## src/rtl/cla_seq_adder_ctrl.sv

```systemverilog
// cla_seq_adder_ctrl: sequences a WIDTH-bit add through an external 4-bit cla, one nibble per clock,
// with valid/ready handshakes on the operand and result sides.
module cla_seq_adder_ctrl #(
   parameter int WIDTH = 16
) (
   input  logic             clk,
   input  logic             rst,
   input  logic             in_valid,
   output logic             in_ready,
   input  logic [WIDTH-1:0] op_a,
   input  logic [WIDTH-1:0] op_b,
   input  logic             op_cin,
   output logic             out_valid,
   input  logic             out_ready,
   output logic [WIDTH-1:0] sum,
   output logic             cout,
   output logic             busy,
   output logic [3:0]       cla_a,
   output logic [3:0]       cla_b,
   output logic             cla_cin,
   input  logic [3:0]       cla_s,
   input  logic             cla_cout
);
   localparam int NIBBLES = WIDTH / 4;
   localparam int IDXW = $clog2(NIBBLES);
   typedef enum logic [1:0] {IDLE, ADD, DONE} state_t;
   state_t state_q, state_d;
   logic [IDXW-1:0] idx_q, idx_d;
   logic carry_q, carry_d, cin_q, cin_d, cout_q, cout_d;
   logic [WIDTH-1:0] a_q, a_d, b_q, b_d, sum_q, sum_d;
   always_ff @(posedge clk or posedge rst) begin
      if (rst) begin
         state_q <= IDLE;
         idx_q   <= '0;
         carry_q <= 1'b0;
         cin_q   <= 1'b0;
         cout_q  <= 1'b0;
         a_q     <= '0;
         b_q     <= '0;
         sum_q   <= '0;
      end else begin
         state_q <= state_d;
         idx_q   <= idx_d;
         carry_q <= carry_d;
         cin_q   <= cin_d;
         cout_q  <= cout_d;
         a_q     <= a_d;
         b_q     <= b_d;
         sum_q   <= sum_d;
      end
   end
   always_comb begin
      state_d = state_q;
      idx_d   = idx_q;
      carry_d = carry_q;
      cin_d   = cin_q;
      cout_d  = cout_q;
      a_d     = a_q;
      b_d     = b_q;
      sum_d   = sum_q;
      case (state_q)
         IDLE: if (in_valid) begin
            a_d     = op_a;
            b_d     = op_b;
            cin_d   = op_cin;
            idx_d   = '0;
            state_d = ADD;
         end
         ADD: begin
            sum_d[4*idx_q +: 4] = cla_s;
            carry_d = cla_cout;
            idx_d   = idx_q + 1'b1;
            if (idx_q == IDXW'(NIBBLES - 1)) begin
               cout_d  = cla_cout;
               state_d = DONE;
            end
         end
         DONE: if (out_ready) state_d = IDLE;
         default: state_d = IDLE;
      endcase
   end
   // cla inputs are forced to zero outside ADD so the external adder sees a quiet bus
   assign cla_a     = (state_q == ADD) ? a_q[4*idx_q +: 4] : 4'h0;
   assign cla_b     = (state_q == ADD) ? b_q[4*idx_q +: 4] : 4'h0;
   assign cla_cin   = (state_q == ADD) ? ((idx_q == '0) ? cin_q : carry_q) : 1'b0;
   assign in_ready  = (state_q == IDLE);
   assign busy      = ~in_ready;
   assign out_valid = (state_q == DONE);
   assign sum       = sum_q;
   assign cout      = cout_q;
endmodule

```

## config.mk

```make
export PLATFORM = sky130hd
export DESIGN_NAME = cla_seq_adder_ctrl
export DESIGN_NICKNAME = d
export VERILOG_FILES = /design/src/rtl/cla_seq_adder_ctrl.sv
export SDC_FILE = /design/constraint.sdc
export NUM_CORES = 1
export LEC_CHECK = 0
export CAP_MARGIN = 25
export CORE_ASPECT_RATIO = 1.2
export CORE_MARGIN = 5
export CORE_UTILIZATION = 35
export DETAILED_ROUTE_END_ITERATION = 6
export HOLD_SLACK_MARGIN = 0.08
export PLACE_DENSITY_LB_ADDON = 0.1
export SYNTH_ARGS = -nofsm -noshare
export SYNTH_HDL_FRONTEND = slang
export SYNTH_SLANG_ARGS = --single-unit
```

## constraint.sdc

```tcl
create_clock -name clk -period 3.1 [get_ports clk]
set_input_delay 0.62 -clock clk [delete_from_list [all_inputs] [get_ports clk]]
set_output_delay 0.62 -clock clk [all_outputs]
set_load 0.02 [all_outputs]
```

After elaboration in Yosys (flattened, before gate mapping)
Index checks and enable logic that the tools add are counted.
- output and inout port bits: 29
- register bits after elaboration: 55
- input port bits: 42
- logic and storage cells: 39
- equality and inequality tests: 6
- shift operators: 4
- multiplexer cells: 11
- reductions and logical operators: 7
- bitwise operators: 1
- $add $sub $neg: 2
- operator list (kind ; count):
    4-bit negator with 34-bit output ; 1
    4-bit by 34-bit variable shift with 16-bit output, first input constant ; 1
    4-bit by 34-bit variable part select with 16-bit output ; 1
    16-bit by 5-bit variable part select with 4-bit output ; 2
    16-bit bitwise mux ; 1
    2-bit 2-to-1 mux ; 4
    4-bit 2-to-1 mux ; 2
    2-bit one-hot mux with 3 select lines ; 1
    2-bit AND reduction ; 3
    2-bit == test, second input constant ; 2
    2-bit zero test ; 2
    2-bit != test, second input constant ; 2
    2-bit one-hot mux with 2 select lines ; 1
    3-bit AND reduction ; 1
    2-bit by 1-bit adder with 2-bit output, second input constant ; 1
    2-bit by 1-bit == test with 1-bit output, second input constant ; 1
    1-bit 2-to-1 mux ; 2
    2-bit by 1-bit != test with 1-bit output, second input constant ; 1
    2-bit nonzero test ; 1
    1-bit NOT ; 1

Logic depth before layout (Yosys ltp)
- depth in word-level cells: 3
- gate-level depth with buffers: 6
- gate-level depth less buffers: 4

Worst setup path before layout
Ideal clock, no wire load.
- path type: register -> output
- start: reg idx_q[1]
- end: out cla_cin
- arrival time: 1514 ps
- cell stages (with the launch flop): 7
- path buffers: 2
- required time: 2480 ps
- path slack: 966 ps
- cells stage by stage: dfrtp_1 buf_2 buf_4 inv_1 ha_1 mux2i_1 nor2_1
- word-level cells in the longest chain between the ends: 3
- ends and longest elaborated chain (item ; line ; RTL):
    from (decl) ; 28 ; logic [IDXW-1:0] idx_q, idx_d;
    from (signal assigned) ; 43 ; idx_q <= idx_d;
    2-bit zero test ; 85 ; assign cla_cin = (state_q == ADD) ? ((idx_q == '0) ? cin_q : carry_q) : 1'b0;
    1-bit 2-to-1 mux (2 in series) ; 85 ;
    to (decl) ; 20 ; output logic cla_cin,
No other way between the ends.

Final worst setup path
- start: reg idx_q[0]
- end: out cla_b[2]
- word-level cells in the longest chain between the ends: 2
- ends and longest elaborated chain (item ; line ; RTL):
    16-bit by 5-bit variable part select with 4-bit output ; 84 ; assign cla_b = (state_q == ADD) ? b_q[4*idx_q +: 4] : 4'h0;
    4-bit 2-to-1 mux ; 84 ;
    to (decl) ; 19 ; output logic [3:0] cla_b,
No other way between the ends.

==> reports/results.ini <==
[clocking]
cts_made_buffers=5
clk_latency_ps=310
post_cts.repair.setup_buffers=0
cts_hold_buf=0
cts_tree=yes
htree_num_levels=2
ctsResizeCount=0
clk_path_buf_depth=2
clk_pin_slew_ps=100
clock-sinks=55
clockRootBuffer=clkbuf_8

[yosys]
synthTopCellsByCount=dfrtp_1 (55), mux2_2 (33), inv_1 (17), mux2i_1 (17)
yosysMostFrequentCell=dfrtp_1
syn_inst=199
yosysSeqAreaShare_pct=53.4
synth_top_cell_by_area=dfrtp_1
synth_area_sq_um=2580
synth_seq_cells=55
async_flop_share_pct=100
synth.net_count=246
yosys_most_used_dff=dfrtp_1
ys_warn_count=0
ys_top_cells_by_area=dfrtp_1 (53%), mux2_2 (14%), mux2i_1 (6.6%)
synth_edf_count=0
synth.avg_cell_area_sq_um=12.9
netlist.area_leader.share_pct=53.4
synthDistinctLibCells=32

[route]
vias=1809
drtPass1Iterations=4
wl_um=5780
drt_iter0_drc=72
avgViaCountPerCell=4.98
drtAntennaViolNets=0
wl_per_cell_um=15.9
drc_errors=0

[status]
status=completed

[layout]
final-instance-count-excl-fill=363
nFillCells=695
multi_input_area_sq_um=1070
nNetsFinal=319
areaGrowthSynthToFinish_pct=35.8
antenna_cells=0
seqCellArea_sq_um=1380
drive_gt1_share_pct=19.8

[timing]
period_share_pct=94.1
skew_ps=5.72
rsz0062_at_grt=false
tightest_slew_ps=605
period_needed_ps=2920
hold_slack_ps=500
finalMaxSlewViolations=0
setup_tns_ps=0
hold_viol_final=0
relSlewSlack_pct=59.6
setup_violations=0
fmax_mhz=343

[critical_path]
worst_r2r_endpoint=sum[14]
reg2reg_slack_ps=1050
rr_worst_depth=4
worstPathArrival_ps=2300
startpoint_type=flop
worstSetupPathType=flop to output port
end_kind=output port
r2r-start=idx_q[1]
crit_end=cla_b[2]
cp.required_ps=2480
cp-startpoint=idx_q[0]
crit_fanout=9

[power]
p_total_w=0.00371
power.density_nw_per_um2=1060
vdd_drop_max_uv=453
leakage_nw=1.44

[floorplan]
placement_rows=34
die_h_um=104
ios=71
coreArea_sq_um=7230
initial_core_util_pct=35.6
die-area_sq_um=9180
die_width_um=88.3

[global_routing]
grt_max_degree=30
antenna_found_initial=0
grt_usage_pct=13.2
grt_pass1_vias=1932
grt-ovfl-total=0
grt_pass1_wl_um=9530

[placement]
dpl.cell_count=355
place_congestion=0.731
port_buffers=70
detailed_place_hpwl_um=4260

[job]
max_cap_violations=0

[hold_path]
holdCritPathClass=flop to flop

-- how the worst min path moves through the flow --
stage          slack, ps    from      to  depth (start not counted)
6_report             500  sum[8]  sum[8]                          1
5_1_grt              520  sum[8]  sum[8]                          1
3_3_place_gp         470  a_q[2]  a_q[2]                          1
4_1_cts              500  sum[8]  sum[8]                          1
2_1_floorplan        460  a_q[2]  a_q[2]                          1
3_5_place_dp         480  sum[8]  sum[8]                          1
-- where the power goes --
| group | total, W | internal, W | switching [W] |
|---|---|---|---|
| logic | 0.00193 | 0.000994 | 0.000936 |
| registers | 0.00128 | 0.00107 | 0.000208 |
| clock network | 0.000498 | 0.000262 | 0.000236 |
-- cell type report --
cell class              instances  share of cell area [%]
repair buffers                 76                    21.7
well taps                      90                    3.22
multi-input cells             117                    30.6
clock inverters                 2                    1.00
inverters                      17                    1.82
flip-flops and latches         55                    39.3
clock buffers                   6                    2.36
-- registers in the layout, summed over array words and instances (netlist names) --
name and count:
a_q 16, b_q 16, sum 16, idx_q 2, state_q 2, carry_q 1
cin_q 1, cout 1
-- metrics by stage --
step	cell area [sq um]	setup slack (ps)	utilization (%)
after global placement	3380	518	46.7
final	3500	183	48.4
after detailed placement	3380	491	46.7
after CTS	3500	134	48.4
after global routing	3500	55.2	48.4
after floorplan	2580	966	-
-- placed cells by master, fill, tap and decap left out, types with 2 or more instances in the layout --
cell / n
o32ai_1: 12
mux2i_1: 17
dfrtp_1: 55
nand2b_1: 2
nor2b_1: 2
a32o_1: 4
mux2_2: 33
nand2_1: 12
mux2_1: 2
clkbuf_8: 6
nand3b_1: 3
clkdlybuf4s50_1: 70
o22ai_1: 8
and3b_1: 3
ha_1: 5
inv_1: 16
buf_4: 5
-- kinds of logic after synthesis --
family / Yosys count / synth area share, %
buffers and inverters: 27 / 5.05
adder cells (fa/ha/maj): 5 / 2.43
AO/OA/AOI/OAI: 29 / 9.03
AND/OR/NAND/NOR: 31 / 8.16
flip-flops: 55 / 53.4
multiplexers: 52 / 21.9
-- worst max-delay path, cell delays in order (launching register included) --
cell	delay, ps
dfrtp_1	470
or3b_1	600
o22ai_1	280
clkdlybuf4s50_1	640
-- routing by layer --
layer / global-route usage, % / vias up / part of all wire [%] / wire (um)
li1: - / 863 / - / -
met1: 16.2 / 896 / 42 / 2450
met2: 22.7 / 45 / 51 / 2950
met3: 2.85 / 5 / 5.4 / 315
met4: 3.89 / 0 / 1.1 / 63
met5: 0 / - / 0 / 0
(Power assumes the default switching activity.)
